$ cat src/rtl/fft_corr_pkg.sv
// rtl/fft_corr_pkg.sv - shared stream-select encoding and widths for the FFT/correlation datapath
package fft_corr_pkg;

  localparam int AXIS_DATA_WIDTH = 32;

  // The same encoding drives both the demux and the mux select inputs.
  typedef enum logic [1:0] {
    SEL_IN1 = 2'b00,
    SEL_IN2 = 2'b01,
    SEL_IN3 = 2'b10,
    SEL_OFF = 2'b11
  } axis_sel_t;

  function automatic logic [2:0] sel_onehot(input axis_sel_t sel);
    logic [2:0] oh;
    oh = 3'b000;
    case (sel)
      SEL_IN1: oh = 3'b001;
      SEL_IN2: oh = 3'b010;
      SEL_IN3: oh = 3'b100;
      default: oh = 3'b000;
    endcase
    return oh;
  endfunction

endpackage

$ cat src/rtl/axis_intf.sv
// rtl/axis_intf.sv - minimal AXI-Stream bundle (tdata/tvalid/tready) with master and slave views
interface AXIS_intf #(
  parameter int DATA_WIDTH = fft_corr_pkg::AXIS_DATA_WIDTH
);

  logic [DATA_WIDTH-1:0] tdata;
  logic                  tvalid;
  logic                  tready;

  modport Master (output tdata, output tvalid, input tready);
  modport Slave  (input tdata, input tvalid, output tready);

endinterface

$ cat src/rtl/axis_skid_buffer.sv
// rtl/axis_skid_buffer.sv - two-entry register slice; tready, tvalid and tdata all come from flops
module axis_skid_buffer
  import fft_corr_pkg::*;
#(
  parameter int DATA_WIDTH = AXIS_DATA_WIDTH
) (
  input  logic     aclk,
  input  logic     areset,
  AXIS_intf.Slave  in_i,
  AXIS_intf.Master out_o
);

  logic [1:0]            occ_q, occ_d;
  logic                  ready_q, ready_d;
  logic                  valid_q, valid_d;
  logic [DATA_WIDTH-1:0] head_q, head_d;
  logic [DATA_WIDTH-1:0] skid_q, skid_d;
  logic                  in_hs;
  logic                  out_hs;

  assign in_hs  = in_i.tvalid & ready_q;
  assign out_hs = valid_q & out_o.tready;

  assign in_i.tready  = ready_q;
  assign out_o.tvalid = valid_q;
  assign out_o.tdata  = head_q;

  // head_q is the presented beat; skid_q only holds a beat that arrived while head stalled.
  always_comb begin
    occ_d   = occ_q;
    valid_d = valid_q;
    head_d  = head_q;
    skid_d  = skid_q;
    case (occ_q)
      2'd0: begin
        if (in_hs) begin
          head_d  = in_i.tdata;
          valid_d = 1'b1;
          occ_d   = 2'd1;
        end
      end
      2'd1: begin
        if (in_hs && out_hs) begin
          head_d = in_i.tdata;
        end else if (in_hs) begin
          skid_d = in_i.tdata;
          occ_d  = 2'd2;
        end else if (out_hs) begin
          valid_d = 1'b0;
          occ_d   = 2'd0;
        end
      end
      default: begin
        if (out_hs) begin
          head_d = skid_q;
          occ_d  = 2'd1;
        end
      end
    endcase
    ready_d = (occ_d != 2'd2);
  end

  always_ff @(posedge aclk or posedge areset) begin
    if (areset) begin
      occ_q   <= 2'd0;
      ready_q <= 1'b0;
      valid_q <= 1'b0;
      head_q  <= '0;
      skid_q  <= '0;
    end else begin
      occ_q   <= occ_d;
      ready_q <= ready_d;
      valid_q <= valid_d;
      head_q  <= head_d;
      skid_q  <= skid_d;
    end
  end

endmodule

$ cat src/rtl/axis_frame_mux.sv
// rtl/axis_frame_mux.sv - 3-to-1 AXI-Stream mux switching only on FRAME_LEN-beat boundaries
// Optional sticky Sel_Err output when AXIS_FRAME_MUX_SEL_ERR_EN is defined.
module axis_frame_mux
  import fft_corr_pkg::*;
#(
  parameter int DATA_WIDTH = AXIS_DATA_WIDTH,
  parameter int FRAME_LEN  = 1024
) (
  input  logic       aclk,
  input  logic       areset,
  input  logic [1:0] Mux_Sel,
`ifdef AXIS_FRAME_MUX_SEL_ERR_EN
  output logic       Sel_Err,
`endif
  AXIS_intf.Slave    indata_1,
  AXIS_intf.Slave    indata_2,
  AXIS_intf.Slave    indata_3,
  AXIS_intf.Master   outdata
);

  localparam int CNT_W = (FRAME_LEN > 1) ? $clog2(FRAME_LEN) : 1;
  localparam logic [CNT_W-1:0] LAST_BEAT = CNT_W'(FRAME_LEN - 1);

  axis_sel_t        sel_q, sel_d;
  logic [CNT_W-1:0] cnt_q, cnt_d;
  logic [2:0]       sel_oh;
  logic             buf_ready;
  logic             in_hs;
  logic             at_last;

  AXIS_intf #(.DATA_WIDTH(DATA_WIDTH)) mux_s ();

  assign sel_oh    = sel_onehot(sel_q);
  assign buf_ready = mux_s.tready;
  assign in_hs     = mux_s.tvalid & buf_ready;
  assign at_last   = (cnt_q == LAST_BEAT);

  assign indata_1.tready = sel_oh[0] & buf_ready;
  assign indata_2.tready = sel_oh[1] & buf_ready;
  assign indata_3.tready = sel_oh[2] & buf_ready;

  always_comb begin
    mux_s.tvalid = 1'b0;
    mux_s.tdata  = '0;
    case (sel_q)
      SEL_IN1: begin
        mux_s.tvalid = indata_1.tvalid;
        mux_s.tdata  = indata_1.tdata;
      end
      SEL_IN2: begin
        mux_s.tvalid = indata_2.tvalid;
        mux_s.tdata  = indata_2.tdata;
      end
      SEL_IN3: begin
        mux_s.tvalid = indata_3.tvalid;
        mux_s.tdata  = indata_3.tdata;
      end
      default: begin
        mux_s.tvalid = 1'b0;
        mux_s.tdata  = '0;
      end
    endcase
  end

  // Select may only move while idle at a boundary or on the beat that closes a frame.
  always_comb begin
    cnt_d = cnt_q;
    sel_d = sel_q;
    if (in_hs) begin
      cnt_d = at_last ? '0 : cnt_q + CNT_W'(1);
    end
    if ((cnt_q == '0 && !in_hs) || (in_hs && at_last)) begin
      sel_d = axis_sel_t'(Mux_Sel);
    end
  end

  always_ff @(posedge aclk or posedge areset) begin
    if (areset) begin
      sel_q <= SEL_IN1;
      cnt_q <= '0;
    end else begin
      sel_q <= sel_d;
      cnt_q <= cnt_d;
    end
  end

`ifdef AXIS_FRAME_MUX_SEL_ERR_EN
  logic sel_err_q;

  always_ff @(posedge aclk or posedge areset) begin
    if (areset) begin
      sel_err_q <= 1'b0;
    end else if ((axis_sel_t'(Mux_Sel) != sel_q) && (cnt_q != '0)) begin
      sel_err_q <= 1'b1;
    end
  end

  assign Sel_Err = sel_err_q;
`endif

  axis_skid_buffer #(.DATA_WIDTH(DATA_WIDTH)) u_skid (
    .aclk   (aclk),
    .areset (areset),
    .in_i   (mux_s),
    .out_o  (outdata)
  );

endmodule
$ cat src/flat_wrapper.sv
// flat-port wrapper written by rule: the top's interface ports become plain ports
module axis_frame_mux_flat import fft_corr_pkg::*;
#(
  parameter int DATA_WIDTH = AXIS_DATA_WIDTH,
  parameter int FRAME_LEN  = 1024
)
  (aclk, areset, Mux_Sel, indata_1_tdata, indata_1_tvalid, indata_1_tready, indata_2_tdata, indata_2_tvalid, indata_2_tready, indata_3_tdata, indata_3_tvalid, indata_3_tready, outdata_tdata, outdata_tvalid, outdata_tready);
  AXIS_intf #(.DATA_WIDTH(DATA_WIDTH)) indata_1_i ();
  AXIS_intf #(.DATA_WIDTH(DATA_WIDTH)) indata_2_i ();
  AXIS_intf #(.DATA_WIDTH(DATA_WIDTH)) indata_3_i ();
  AXIS_intf #(.DATA_WIDTH(DATA_WIDTH)) outdata_i ();
  input  logic aclk;
  input  logic areset;
  input  logic [1:0] Mux_Sel;
  input wire logic [$bits(indata_1_i.tdata)-1:0] indata_1_tdata;
  input wire logic [$bits(indata_1_i.tvalid)-1:0] indata_1_tvalid;
  output wire logic [$bits(indata_1_i.tready)-1:0] indata_1_tready;
  input wire logic [$bits(indata_2_i.tdata)-1:0] indata_2_tdata;
  input wire logic [$bits(indata_2_i.tvalid)-1:0] indata_2_tvalid;
  output wire logic [$bits(indata_2_i.tready)-1:0] indata_2_tready;
  input wire logic [$bits(indata_3_i.tdata)-1:0] indata_3_tdata;
  input wire logic [$bits(indata_3_i.tvalid)-1:0] indata_3_tvalid;
  output wire logic [$bits(indata_3_i.tready)-1:0] indata_3_tready;
  output wire logic [$bits(outdata_i.tdata)-1:0] outdata_tdata;
  output wire logic [$bits(outdata_i.tvalid)-1:0] outdata_tvalid;
  input wire logic [$bits(outdata_i.tready)-1:0] outdata_tready;
  assign indata_1_i.tdata = indata_1_tdata;
  assign indata_1_i.tvalid = indata_1_tvalid;
  assign indata_1_tready = indata_1_i.tready;
  assign indata_2_i.tdata = indata_2_tdata;
  assign indata_2_i.tvalid = indata_2_tvalid;
  assign indata_2_tready = indata_2_i.tready;
  assign indata_3_i.tdata = indata_3_tdata;
  assign indata_3_i.tvalid = indata_3_tvalid;
  assign indata_3_tready = indata_3_i.tready;
  assign outdata_tdata = outdata_i.tdata;
  assign outdata_tvalid = outdata_i.tvalid;
  assign outdata_i.tready = outdata_tready;
  axis_frame_mux #(.DATA_WIDTH(DATA_WIDTH), .FRAME_LEN(FRAME_LEN)) u_core (.aclk(aclk), .areset(areset), .Mux_Sel(Mux_Sel), .indata_1(indata_1_i), .indata_2(indata_2_i), .indata_3(indata_3_i), .outdata(outdata_i));
endmodule
$ cat config.mk
export PLATFORM = sky130hd
export DESIGN_NAME = axis_frame_mux_flat
export DESIGN_NICKNAME = d
export VERILOG_FILES = /design/src/rtl/fft_corr_pkg.sv /design/src/rtl/axis_intf.sv /design/src/rtl/axis_skid_buffer.sv /design/src/rtl/axis_frame_mux.sv /design/src/flat_wrapper.sv
export SDC_FILE = /design/constraint.sdc
export NUM_CORES = 1
export LEC_CHECK = 0
export CAP_MARGIN = 5
export CORE_ASPECT_RATIO = 1.25
export CORE_MARGIN = 2
export CORE_UTILIZATION = 50
export DETAILED_ROUTE_END_ITERATION = 10
export PLACE_DENSITY = 0.95
export SLEW_MARGIN = 20
export SYNTH_ARGS = -nofsm -noshare
export SYNTH_HDL_FRONTEND = slang
export SYNTH_SLANG_ARGS = --single-unit
$ cat constraint.sdc
create_clock -name aclk -period 5.7 [get_ports aclk]
set_clock_uncertainty 0.1 [all_clocks]
set_input_delay 0.855 -clock aclk [delete_from_list [all_inputs] [get_ports aclk]]
set_output_delay 0.855 -clock aclk [all_outputs]
set_load 0.02 [all_outputs]
==> results.md <==
- The number of instances in the synthesized netlist is 439.
- The pin count of the biggest net entering global routing is 73.
- The congestion estimate from routability-driven global placement came to 0.801.
- The number of setup buffers added after CTS is 0.
- The initial utilization of the core area, before any placement, comes to 51.7%.
- The layout has 621 filler cells.
- The die extent in x is 86.6 um.
- The number of buffers inserted by hold repair at cts is 0.
- The region available for standard cell placement spans 8240 um2.
- The count of cells in the finished layout, fillers not included, comes to 664.
- Dividing the final minimum period by the clock period gives 61.9%.
- The floorplan die height is 107 um.
- The worst-skew pair later-pin latency is 340 ps.
- At the end of the flow the core is filled with cells to 71.6%.
- The clock tree synthesis step divided the H-tree into 3 levels.
- The hold violation count in the final report is 0.
- The number of clock sinks is 80.
- The netlist area before placement is 4260 um2.
- The aggregate negative setup slack is 0 ps.
- The main combinational cell family by area after synthesis is multiplexers.
- The half-perimeter wire length after placement is 7.74 mm.
- The capture endpoint of the worst hold path is u_core.u_skid.skid_q[10].
- The number of flip-flops and latches in the synthesized netlist is 80.
- The data arrival at the endpoint of the critical path is 2570 ps.
- The portion of netlist area occupied by mux cells is 20.1%.
- The number of nets in the synthesized netlist is 545.
- The tightest slew margin relative to the limit is 24.3%.
- The number of iterations in the first detailed-routing pass is 4.
- The TritonCTS clock tree is yes.
- The largest fanout on the critical path is 38.
- The via-per-instance ratio is 5.49.
- The endpoint required time on the critical path is 4740 ps.
- The count of inserted antenna diode cells is 0.
- The xor-xnor portion of the synthesized cell area is 0.822%.
- Summing the areas of all compound-gate instances in the mapped netlist gives 14.0% of the synthesized area.
- The leakage power is 2.58 nW.
- The number of placed instances, taps included is 648.
- The run finished with clean final reports.
- The routed design could run at a clock period as short as 3530 ps.
- The areal power density over the cells is 523 nW/um2.
- The slew at the pin with the worst max-slew slack is 1140 ps.
- For this run, design rule violations remaining after detail routing come to 0.
- The adder and majority gate portion of the synthesized area is 0.587%.
- After Yosys synthesis, and, or, nand and nor cells account for 13.5% of the synthesized area.
- In the final routed layout, each cell accounts on average for 16.5 um.
- The die area is 9280 um2.
- The endpoint identified for the worst register-to-register timing path is u_core.u_skid.out_o.tdata[19].
- The number of buffer cells added on primary ports is 139.
- The number of global-route vias before repair is 3770.
- The average instance area after synthesis is 9.71 um2.
- Counting distinct cell types in the post-synthesis netlist gives 38.
- The worst reg-to-reg path cell count is 5.
- The path category of the worst min-delay check is reg2reg.
- The peak ir drop on the vdd network is 0.496 mV.
- The initial antenna violation count is 0.
- The number of cells on the worst hold path is 2.
- In this run, CTS created clock tree buffers numbering 9.
- The beginning of the worst register-to-register path is u_core.sel_q[1].
- Clock-pin slew was measured on the worst setup and hold paths at 80 ps.
- The kind of end point of the critical path is an output port.
- The max-capacitance violation count is 0.
- The count of pins over their slew limit was 0.
- Counting along the longest clock path gives a buffer depth of 2.
- Setup repair after global routing left no endpoint under its margin.
- The first global-routing pass estimated 17.7 mm of wire.
- The number of nets still failing antenna checks after routing is 0.
- The routed design has 11.0 mm of wire.
- The floorplan has 37 rows.
- The final route contains 3646 vias.
- The number of instances resized during post-cts repair is 0.
- In the final design database the tool counted 668 nets.
- In the layout the commonest cells are sky130_fd_sc_hd__clkdlybuf4s50_1, sky130_fd_sc_hd__dfrtp_1, sky130_fd_sc_hd__nand2_1.
- In this run the count of I/O pins placed on the die edge is 140.
- Leaving out fill and tap cells, the most frequent cell in the layout is sky130_fd_sc_hd__clkdlybuf4s50_1.
- STA classifies the critical path startpoint as a flop.
- The critical path in this run is classified as reg2out.
- The overflow left after global routing is 0.
- The combined global-route utilization of all metal layers is 24.4%.
- The fraction of layout instances using a drive strength above 1 is 10.9%.
- The worst register-to-register path has a setup slack of 2660 ps.
- Of the synthesized area, sequential elements account for 47.0%.
- The worst hold path begins at u_core.u_skid.skid_q[10].
- The total number of yosys warnings is 0.
- The cell sitting at the root of the clock tree is a sky130_fd_sc_hd__clkbuf_8.
- Timing would allow up to 283 MHz.
- The total of endpoints with negative setup slack in the final report is 0.
- In this run, the number of DRC markers left after iteration 0 of detailed routing was 169.
- The area added between synthesis and finish is 38.5%.
-- report_power, final --
| group | total, mW | internal (mW) | switching, mW |
|---|---|---|---|
| Clock | 0.504 | 0.303 | 0.201 |
| Sequential | 1.07 | 0.791 | 0.279 |
| Combinational | 1.51 | 0.787 | 0.724 |
| Total | 3.09 | 1.88 | 1.20 |
-- routing by layer --
layer | vias up | GRT usage, % | routed length [um]
met2 | 115 | 42.2 | 5660
li1 | 1749 | - | -
met1 | 1751 | 28.8 | 4450
met5 | - | 0 | 0
met4 | 0 | 11.6 | 359
met3 | 31 | 4.39 | 510
-- sequential cells by signal, summed over array words and instances, names as in the netlist --
signal / flops
u_core.u_skid.skid_q: 32
u_core.cnt_q: 10
u_core.u_skid.out_o.tdata: 32
u_core.sel_q: 2
u_core.u_skid.out_o.tvalid: 1
u_core.u_skid.occ_q: 2
u_core.u_skid.in_i.tready: 1
-- worst max-delay path: stages (launching register included) --
cell	delay, ps
sky130_fd_sc_hd__dfrtp_2	1130
sky130_fd_sc_hd__nor2b_2	70
sky130_fd_sc_hd__buf_4	290
sky130_fd_sc_hd__and2_1	210
sky130_fd_sc_hd__clkdlybuf4s50_1	530
-- cell usage after synthesis --
| master | count | area [um2] |
|---|---|---|
| sky130_fd_sc_hd__clkbuf_1 | 16 | 60.1 |
| sky130_fd_sc_hd__dfrtp_1 | 80 | 2000 |
| sky130_fd_sc_hd__and3_1 | 1 | 6.26 |
| sky130_fd_sc_hd__nand4_1 | 3 | 18.8 |
| sky130_fd_sc_hd__o21a_1 | 1 | 7.51 |
| sky130_fd_sc_hd__and2_1 | 2 | 12.5 |
| sky130_fd_sc_hd__nand2_1 | 77 | 289 |
| sky130_fd_sc_hd__a2bb2oi_1 | 1 | 8.76 |
| sky130_fd_sc_hd__mux2_4 | 30 | 450 |
| sky130_fd_sc_hd__nand4b_1 | 1 | 8.76 |
| sky130_fd_sc_hd__ha_1 | 2 | 25.0 |
| sky130_fd_sc_hd__buf_6 | 3 | 33.8 |
| sky130_fd_sc_hd__nand3b_1 | 1 | 7.51 |
| sky130_fd_sc_hd__o311ai_0 | 2 | 17.5 |
| sky130_fd_sc_hd__nor3b_1 | 1 | 7.51 |
| sky130_fd_sc_hd__o21a_4 | 1 | 15.0 |
| sky130_fd_sc_hd__inv_1 | 5 | 18.8 |
| sky130_fd_sc_hd__and2_4 | 1 | 8.76 |
| sky130_fd_sc_hd__buf_4 | 1 | 7.51 |
| sky130_fd_sc_hd__o21ai_2 | 1 | 8.76 |
| sky130_fd_sc_hd__nor2_1 | 34 | 128 |
| sky130_fd_sc_hd__o22ai_1 | 1 | 6.26 |
| sky130_fd_sc_hd__buf_2 | 10 | 50.1 |
| sky130_fd_sc_hd__o21ai_0 | 68 | 340 |
| sky130_fd_sc_hd__nor3_1 | 2 | 10.0 |
| sky130_fd_sc_hd__nand2b_1 | 1 | 6.26 |
| sky130_fd_sc_hd__nor2b_1 | 3 | 18.8 |
| sky130_fd_sc_hd__buf_1 | 1 | 3.75 |
| sky130_fd_sc_hd__mux2_2 | 5 | 56.3 |
| sky130_fd_sc_hd__and4_1 | 1 | 8.76 |
| sky130_fd_sc_hd__mux2i_1 | 35 | 350 |
| sky130_fd_sc_hd__o22a_1 | 1 | 8.76 |
| sky130_fd_sc_hd__or2_2 | 1 | 6.26 |
| sky130_fd_sc_hd__a21oi_1 | 33 | 165 |
| sky130_fd_sc_hd__nor4_1 | 2 | 12.5 |
| sky130_fd_sc_hd__xnor2_1 | 4 | 35.0 |
| sky130_fd_sc_hd__o41ai_1 | 2 | 17.5 |
| sky130_fd_sc_hd__nand3_1 | 5 | 25.0 |
-- cells by family after synthesis --
family	count (synthesis)
multiplexers	70
flip-flops	80
adder cells (fa/ha/maj)	2
XOR/XNOR	4
AO/OA/AOI/OAI	111
AND/OR/NAND/NOR	136
buffers and inverters	36
-- worst max path at each step --
stage	start	to	slack [ps]	cells after the start
after floorplan	areset	u_core.cnt_q[0]	2690	1
after global placement	u_core.sel_q[1]	indata_2_tready	2610	4
after detailed placement	u_core.sel_q[1]	indata_2_tready	2540	4
after CTS	u_core.sel_q[1]	indata_2_tready	2160	4
after global routing	u_core.sel_q[1]	indata_2_tready	2090	4
final	u_core.sel_q[1]	indata_2_tready	2170	4
-- per-stage QoR --
stage / hold slack (ps) / total power [mW] / area, um2 / worst slack, ps
after detailed placement: 371 / 2.59 / 5660 / 2540
final: 381 / 3.09 / 5900 / 2170
after global placement: 361 / 2.49 / 5660 / 2610
after CTS: 388 / 3.10 / 5900 / 2160
after global routing: 413 / 3.29 / 5900 / 2090
after floorplan: 350 / 2.11 / 4260 / 2690
-- cell type report --
type	instances	area [um2]	area share [%]
multi-input cells	323	2090	35.4
flip-flops and latches	80	2000	34.0
repair buffers	143	1420	24.1
clock buffers	11	141	2.40
well taps	97	121	2.06
clock inverters	5	104	1.76
inverters	5	20.0	0.339
Note: power is estimated with default switching activity, not from simulation.
